===== src/rtl/ifb_pkg.sv =====
`default_nettype none
// ============================================================================
// Module  : ifb_pkg
// Brief   : Shared types and constants for the instruction-fetch buffer.
// Revision: 1.0
// ============================================================================
package ifb_pkg;

    localparam int IFB_DEFAULT_DEPTH = 4;

    typedef struct packed {
        logic [31:0] pc;
        logic [31:0] instr;
    } ifb_entry_t;

    typedef enum logic [1:0] {
        IFB_BOOT  = 2'd0,
        IFB_RUN   = 2'd1,
        IFB_DRAIN = 2'd2
    } ifb_state_t;

endpackage
`default_nettype wire


===== src/rtl/ifb_fifo.sv =====
`default_nettype none
// ============================================================================
// Module  : ifb_fifo
// Brief   : Circular-buffer queue of fetched {pc, instr} entries with count.
// Revision: 1.0
// ============================================================================
module ifb_fifo
    import ifb_pkg::*;
#(
    parameter int DEPTH = IFB_DEFAULT_DEPTH
) (
    input  logic                       clk,
    input  logic                       reset,
    input  logic                       clear_i,
    input  logic                       push_i,
    input  logic [63:0]                push_data_i,
    input  logic                       pop_i,
    output logic [63:0]                head_o,
    output logic                       empty_o,
    output logic                       full_o,
    output logic [$clog2(DEPTH):0]     count_o
);

    localparam int PW = $clog2(DEPTH);
    localparam logic [PW:0] C_FULL = (PW+1)'(DEPTH);

    logic [63:0]   mem_q [DEPTH];
    logic [PW-1:0] wr_ptr_q;
    logic [PW-1:0] rd_ptr_q;
    logic [PW:0]   count_q;

    // DEPTH is a power of two, so pointers wrap by natural overflow.
    always_ff @(posedge clk or posedge reset) begin
        if (reset) begin
            wr_ptr_q <= '0;
            rd_ptr_q <= '0;
            count_q  <= '0;
        end else if (clear_i) begin
            wr_ptr_q <= '0;
            rd_ptr_q <= '0;
            count_q  <= '0;
        end else begin
            if (push_i) begin
                wr_ptr_q <= wr_ptr_q + PW'(1);
            end
            if (pop_i) begin
                rd_ptr_q <= rd_ptr_q + PW'(1);
            end
            case ({push_i, pop_i})
                2'b10:   count_q <= count_q + (PW+1)'(1);
                2'b01:   count_q <= count_q - (PW+1)'(1);
                default: count_q <= count_q;
            endcase
        end
    end

    always_ff @(posedge clk) begin
        if (push_i && !clear_i) begin
            mem_q[wr_ptr_q] <= push_data_i;
        end
    end

    assign head_o  = mem_q[rd_ptr_q];
    assign empty_o = (count_q == '0);
    assign full_o  = (count_q == C_FULL);
    assign count_o = count_q;

endmodule
`default_nettype wire


===== src/rtl/ifetch_buffer.sv =====
`default_nettype none
// ============================================================================
// Module  : ifetch_buffer
// Brief   : Credit-based instruction prefetch queue with flush/redirect.
//           Define IFB_BYPASS_EN for a zero-latency path into an empty queue.
// Revision: 1.0
// ============================================================================
module ifetch_buffer
    import ifb_pkg::*;
#(
    parameter int          DEPTH    = IFB_DEFAULT_DEPTH,
    parameter logic [31:0] RESET_PC = 32'h0000_0000
) (
    input  logic        clk,
    input  logic        reset,
    input  logic        flush,
    input  logic [31:0] redirect_pc,
    output logic        mem_req,
    output logic [31:0] mem_addr,
    input  logic        mem_gnt,
    input  logic        mem_rvalid,
    input  logic [31:0] mem_rdata,
    output logic        out_valid,
    output logic [31:0] out_pc,
    output logic [31:0] out_instr,
    input  logic        out_ready
);

    localparam int          CW      = $clog2(DEPTH) + 1;
    localparam logic [CW:0] C_DEPTH = (CW+1)'(DEPTH);
    localparam logic [1:0]  C_BOOT  = IFB_BOOT;
    localparam logic [1:0]  C_RUN   = IFB_RUN;
    localparam logic [1:0]  C_DRAIN = IFB_DRAIN;

    logic [1:0]    state_q, state_d;
    logic [31:0]   fetch_pc_q, fetch_pc_d;
    logic [31:0]   resp_pc_q, resp_pc_d;
    logic [CW-1:0] outst_q, outst_d;
    logic [CW-1:0] discard_q, discard_d;

    logic [CW-1:0] w_count;
    logic [CW:0]   w_credit_sum;
    logic [CW-1:0] w_outst_nxt;
    logic          w_empty, w_full;
    logic          w_grant, w_accept, w_bypass, w_push, w_pop;
    ifb_entry_t    w_push_entry;
    ifb_entry_t    w_head;
    logic [63:0]   w_head_raw;

    assign w_credit_sum = {1'b0, w_count} + {1'b0, outst_q};
    assign mem_req      = (state_q == C_RUN) && !flush && (w_credit_sum < C_DEPTH);
    assign mem_addr     = fetch_pc_q;
    assign w_grant      = mem_req && mem_gnt;
    assign w_accept     = mem_rvalid && (state_q == C_RUN) && !flush;

`ifdef IFB_BYPASS_EN
    assign w_bypass  = w_accept && w_empty && out_ready;
    assign out_valid = !w_empty || w_bypass;
    assign out_pc    = w_bypass ? resp_pc_q : (w_empty ? 32'h0 : w_head.pc);
    assign out_instr = w_bypass ? mem_rdata : (w_empty ? 32'h0 : w_head.instr);
`else
    assign w_bypass  = 1'b0;
    assign out_valid = !w_empty;
    assign out_pc    = w_empty ? 32'h0 : w_head.pc;
    assign out_instr = w_empty ? 32'h0 : w_head.instr;
`endif

    assign w_push       = w_accept && !w_bypass;
    assign w_pop        = !w_empty && out_ready && !flush;
    assign w_push_entry = '{pc: resp_pc_q, instr: mem_rdata};
    assign w_head       = w_head_raw;

    always_comb begin
        w_outst_nxt = outst_q;
        if (w_grant && !mem_rvalid) begin
            w_outst_nxt = outst_q + CW'(1);
        end else if (!w_grant && mem_rvalid) begin
            w_outst_nxt = outst_q - CW'(1);
        end
    end

    always_comb begin
        state_d    = state_q;
        fetch_pc_d = fetch_pc_q;
        resp_pc_d  = resp_pc_q;
        outst_d    = w_outst_nxt;
        discard_d  = discard_q;
        if (flush) begin
            // Every response still in flight belongs to the old stream.
            fetch_pc_d = redirect_pc;
            resp_pc_d  = redirect_pc;
            discard_d  = w_outst_nxt;
            state_d    = (w_outst_nxt != '0) ? C_DRAIN : C_RUN;
        end else begin
            if (w_grant) begin
                fetch_pc_d = fetch_pc_q + 32'd4;
            end
            if (w_accept) begin
                resp_pc_d = resp_pc_q + 32'd4;
            end
            case (state_q)
                C_BOOT: state_d = C_RUN;
                C_RUN:  state_d = C_RUN;
                C_DRAIN: begin
                    if (mem_rvalid) begin
                        discard_d = discard_q - CW'(1);
                    end
                    if (discard_d == '0) begin
                        state_d = C_RUN;
                    end
                end
                default: state_d = C_BOOT;
            endcase
        end
    end

    always_ff @(posedge clk or posedge reset) begin
        if (reset) begin
            state_q    <= C_BOOT;
            fetch_pc_q <= RESET_PC;
            resp_pc_q  <= RESET_PC;
            outst_q    <= '0;
            discard_q  <= '0;
        end else begin
            state_q    <= state_d;
            fetch_pc_q <= fetch_pc_d;
            resp_pc_q  <= resp_pc_d;
            outst_q    <= outst_d;
            discard_q  <= discard_d;
        end
    end

    ifb_fifo #(
        .DEPTH (DEPTH)
    ) u_fifo (
        .clk         (clk),
        .reset       (reset),
        .clear_i     (flush),
        .push_i      (w_push),
        .push_data_i (w_push_entry),
        .pop_i       (w_pop),
        .head_o      (w_head_raw),
        .empty_o     (w_empty),
        .full_o      (w_full),
        .count_o     (w_count)
    );

    ap_no_overflow: assert property (@(posedge clk) disable iff (reset) !(w_push && w_full && !w_pop));

endmodule
`default_nettype wire


===== config.mk =====
export PLATFORM = sky130hd
export DESIGN_NAME = ifetch_buffer
export DESIGN_NICKNAME = d
export VERILOG_FILES = /design/src/rtl/ifb_pkg.sv /design/src/rtl/ifb_fifo.sv /design/src/rtl/ifetch_buffer.sv
export SDC_FILE = /design/constraint.sdc
export NUM_CORES = 1
export LEC_CHECK = 0
export CORE_MARGIN = 4
export CORE_UTILIZATION = 45
export DETAILED_ROUTE_END_ITERATION = 10
export GPL_TIMING_DRIVEN = 0
export HOLD_SLACK_MARGIN = 0.03
export PLACE_DENSITY = 0.71
export SLEW_MARGIN = 20
export SYNTH_ARGS = -nofsm -noshare
export SYNTH_HDL_FRONTEND = slang
export SYNTH_SLANG_ARGS = --single-unit

===== constraint.sdc =====
create_clock -name clk -period 8.2 [get_ports clk]
set_input_delay 2.46 -clock clk [delete_from_list [all_inputs] [get_ports clk]]
set_output_delay 2.46 -clock clk [all_outputs]
set_load 0.01 [all_outputs]

* Yosys cells after proc, flatten, opt, wreduce, memory -nomap -nowiden
Memory sizes are Yosys's and may differ from the RTL's.
Index checks and enable logic that the tools add are counted.
W data, S select, Z words.
** Operators by class
- Add/sub/neg operators :: 10
- Magnitude comparators :: 1
- Equality and inequality tests :: 5
- Mux-type cells :: 25
- Reduce and logical (&&, ||, !) cells :: 24
** Operators by type and width (count)
- $mux W32 :: 6
- $add A32 B3 Y32 const B :: 2
- $mux W3 :: 8
- $mux W2 :: 7
- $logic_and A1 B1 Y1 :: 10
- $sub A3 B1 Y3 const B :: 3
- $reduce_bool A2 Y1 :: 4
- $add A3 B1 Y3 const B :: 2
- $logic_not A3 Y1 :: 2
- $pmux W3 S2 :: 1
- $reduce_bool A3 Y1 :: 2
- $add A2 B1 Y2 const B :: 2
- $add A3 B3 Y4 :: 1
- $eq A2 B1 Y1 const B :: 2
- $eq A2 B2 Y1 const B :: 2
- $logic_not A1 Y1 :: 4
- $lt A4 B3 Y1 const B :: 1
- $pmux W2 S2 :: 1
- $ne A3 B3 Y1 const B :: 1
- $logic_not A2 Y1 :: 1
- $mux W1 :: 2
- $reduce_or A2 Y1 :: 1
** Storage, ports and cells
- Register bits :: 79
- RAM bits :: 256
- Bits of input ports :: 70
- Logic and storage cells :: 74
- Memories kept :: 1
** Memories
- u_fifo.mem_q :: words 4, bits a word 64, rd ports 1, clocked after memory_dff 0, wr ports 1, line ifb_fifo.sv:27 : logic [63:0] mem_q [DEPTH];

* Longest topological paths before layout
Gate-level depths: netlist of the first run.
- Word-level depth :: 11
- Mapped depth :: 9
- Gate-level depth less buffers :: 7

* Cells and area by module
From an unflattened synthesis of the first run, not the netlist that was laid out.
** Unflattened totals
- Cells, all modules :: 907
- Area total of the unflattened synthesis :: 14317.5 um^2
** By module, submodules not included
- ifb_fifo :: times used 1, cells each 378, area each 9673.0 um^2, sequential area each 7862.5 um^2
- ifetch_buffer :: times used 1, cells each 529, area each 4644.5 um^2, sequential area each 1801.7 um^2

* Worst setup path before layout of the first run
OpenSTA, ideal clock, no wires.
- Path type :: input to output
- Start point :: input port flush
- End point :: output port mem_req
- Data arrival time :: 2.786 ns
- Path slack :: 2.954 ns
- Cell stages on the path :: 2
- Buffers on the path :: 0
- Cells stage by stage :: nor2_1 > and3_1
** Between the ends
- Word-level cells in the longest chain between the ends :: 3
** Ends and longest elaborated chain
- start: declaration :: line ifetch_buffer.sv:16 : input logic flush,
- $logic_not A1 Y1 :: line ifetch_buffer.sv:51 : assign mem_req = (state_q == C_RUN) && !flush && (w_credit_sum < C_DEPTH);
- $logic_and A1 B1 Y1 (2 in a row) :: line ifetch_buffer.sv:51
- end: declaration :: line ifetch_buffer.sv:18 : output logic mem_req,
No other way between the ends.

* Worst setup path after layout of the first run
Same ends and word-level chain as after synthesis.

==> impl_metrics.toml, run 1 <==
[clock_network]
cts_sinks = 335
cts_tree = "done"
clk_pin_slew_worst_paths_ns = 0.06
root_buffer = "clkbuf_16"
postCtsSetupBuffers = 0
htreeDepth = 2
cts_hold_buf = 0
max-clock-path-buffers = 3
cts_made_buffers = 37
clkLatencyLatePin_ns = 0.52
cts_resized = 0

[setup_path]
cp-start-kind = "input pin"
critPathRequiredTime_ns = 5.74
crit_arrival_ns = 3.90
r2r_setup_slack_ns = 5.59
crit_path_max_fanout = 3
crit_type = "input pin to output port"
end_kind = "output port"

[sta]
min_period_ns = 6.36
fin_crit_sh = 0.775
slew_viol_final = 0
finalClockSkew_ns = 0.0277
setup_viol_count_final = 0
finalHoldViolCount = 0
tightest_slew_ns = 0.736
relSlewSlack = 0.509
rsz0062_at_grt = "no"
max_clock_freq_mhz = 157
tns_ns = 0

[yosys]
synth_top_area_frac = 0.543
synthesis.area_um2 = 14100
netlist_instances = 895
synth_ff_type = "edfxtp_1"
ys_types = 55
ys_ff_latch = 335
yosys.cell_count.top_type = "edfxtp_1"
syn_area_per_cell_um2 = 15.8
synth_top_cells_by_area = "edfxtp_1 54%, dfrtp_1 14%, mux4_2 10%, and2_1 3.0%, nand2_1 1.7%"
synth-warning-count = 0
syn-num-nets = 977
synth_edf_count = 256
async_flop_share = 0.236
synth_top_area_cell = "edfxtp_1"
yosysSeqAreaShare = 0.683
yosys-top-cells-count = "256 x edfxtp_1, 79 x dfrtp_1, 67 x and2_1"

[grt]
grtUsageTotal = 0.191
grt_use_met2 = 0.300
gr-usage-met3 = 0.0381
top_usage_layer = "met2"
grt_overflow = 0
grt_pass1_wl_um = 50800
first_global_vias = 8941
antenna_found_initial = 1
grt_max_degree = 56
grt_use_met1 = 0.277

[floorplanning]
coreArea_um2 = 30800
io_pins = 168
die_h_um = 185
initial_core_util = 0.459
die_x_um = 185
num_rows = 64
dieArea_um2 = 34300

[route]
dr.pass1.iters = 4
ant_nets = 0
drc = 0
wl_per_cell_um = 21.2
drt_iter0_drc = 610
via_count = 8584
wl_um = 32500
drt-vias-per-instance = 5.62

[pwr]
leakagePower_nw = 6.03
powerDensity_nw_per_um2 = 300
ir_drop_mv = 0.175

[place]
hpwlAfterDp_um = 21500
place_congestion = 0.885
port_buffers = 167
place_area_um2 = 16500

[cells_and_area]
drive_above_1_share = 0.136
syn2layout_area_growth_pct = 24.9
final_nets = 1188
antenna_cells = 0
final_area_um2 = 17700
fillers = 2398

[min_path]
hp-class = "flip-flop to flip-flop"

[run_status]
status = "complete, no violations"

[run]
maxCapViolations = 0
-- final timing paths --
kind	from	to	depth (start not counted)
min in group asynchronous	reset	mem_addr[0]$_DFFE_PP0P_	2
min	mem_addr[0]$_DFFE_PP0P_	mem_addr[0]$_DFFE_PP0P_	2
max	flush	mem_req	4
max in group asynchronous	reset	discard_q[0]$_DFFE_PP0P_	3
min reg2reg	mem_addr[0]$_DFFE_PP0P_	mem_addr[0]$_DFFE_PP0P_	2
max reg2reg	state_q[1]$_DFFE_PP0P_	u_fifo.count_o[2]$_DFFE_PP0P_	9
-- cells by family after synthesis --
group	after synthesis	share of synthesized area
buf+inv	63	0.0186
mux	70	0.106
simple gates	268	0.109
compound gates	104	0.0457
flops	335	0.683
xor+xnor	43	0.0266
fa+ha+maj	12	0.0111
-- state kept, by name, indices dropped and copies added, names as in the netlist --
signal	flops
state_q	2
mem_addr	32
u_fifo.count_o	3
u_fifo.wr_ptr_q	2
resp_pc_q	32
u_fifo.rd_ptr_q	2
u_fifo.mem_q	256
discard_q	3
outst_q	3
-- report_power, final --
part	total, mW	internal [mW]	leakage, nW	switching [mW]
Combinational	1.59	0.865	2.16	0.729
Clock	1.64	0.998	0.596	0.642
Sequential	2.07	1.94	3.28	0.124
Total	5.30	3.80	6.03	1.49
-- per-stage QoR --
step	worst slack [ns]	power (mW)	hold WS, ns	utilization	cells
floorplan	2.95	2.95	0.476	-	895
global placement	0.942	3.68	0.500	0.529	1458
detailed placement	1.90	3.72	0.527	0.534	1463
CTS	1.88	5.36	0.548	0.573	1528
global route	1.82	5.57	0.577	0.573	1528
finish	1.84	5.30	0.545	0.573	1528
-- layout make-up --
type                    instances  area [um^2]  share of cell area
well taps                     396          495              0.0280
repair buffers                172         1790               0.102
flip-flops and latches        335         9660               0.547
multi-input cells             497         4240               0.240
clock buffers                  51         1060              0.0600
inverters                      19         73.8             0.00418
plain buffers                  44          191              0.0108
clock inverters                14          148             0.00836
-- metal layers --
metal	routed length (um)	share of wire
met1	14600	0.45
met2	15300	0.47
met3	1940	0.060
met4	569	0.018
met5	13	0.00040
-- critical path: stages --
cell	delay (ns)
clkdlybuf4s50_1	0.48
nor2_1	0.18
and3_1	0.22
clkdlybuf4s50_1	0.56
-- cell usage in the layout, fill, tap and decap left out, types with 4 or more instances in the layout --
cell             instances
or3_1                    4
clkbuf_1                38
or4_1                    7
nand4_1                 20
a31oi_1                 11
o21ai_1                 19
dfrtp_1                 79
clkdlybuf4s50_1        167
mux4_2                  64
nand3_1                 38
xor2_1                  26
clkbuf_16               39
and2_1                  67
o211ai_1                11
xnor2_1                 17
edfxtp_1               256
clkbuf_8                 4
inv_1                   18
nor3_1                   4
nor2_1                  26
o21ai_0                 34
a21oi_1                  5
and3_1                  10
nand2_1                 63
o311ai_0                 8
clkinv_1                 4
o311ai_1                 6
mux2i_1                  4
and3_4                   4
buf_2                    9
clkinv_2                 5
ha_1                    11
No activity file was read; power rests on OpenSTA's default activity.
==> inputs of run 2 (changes only) <==
==> constraint.sdc (replaced) <==
create_clock -name clk -period 6.1 [get_ports clk]
set_input_delay 1.83 -clock clk [delete_from_list [all_inputs] [get_ports clk]]
set_output_delay 1.83 -clock clk [all_outputs]
set_load 0.01 [all_outputs]
==> results of run 2 <==
The final DEF is identical to that of run 1. Status: complete, no violations.
Among the figures that moved: setup slack after placement 1.90 ns -> 1.01 ns; setup slack after layout 1.84 ns -> 1.00 ns; register-to-register setup slack 5.59 ns -> 3.49 ns; total power 5.30 mW -> 7.12 mW; worst IR drop on VDD 0.175 mV -> 0.235 mV
==> inputs of run 3 (changes only) <==
==> constraint.sdc (replaced) <==
create_clock -name clk -period 5 [get_ports clk]
set_input_delay 1.5 -clock clk [delete_from_list [all_inputs] [get_ports clk]]
set_output_delay 1.5 -clock clk [all_outputs]
set_load 0.01 [all_outputs]
==> results of run 3 <==
The final DEF is identical to that of run 1. Status: complete, no violations.
Among the figures that moved: setup slack after placement 1.90 ns -> 0.243 ns; setup slack after layout 1.84 ns -> 0.461 ns; start point of the critical path flush -> u_fifo.count_o[0]$_DFFE_PP0P_; end point of the critical path mem_req -> out_pc[14]; register-to-register setup slack 5.59 ns -> 2.39 ns; total power 5.30 mW -> 8.69 mW; worst IR drop on VDD 0.175 mV -> 0.286 mV
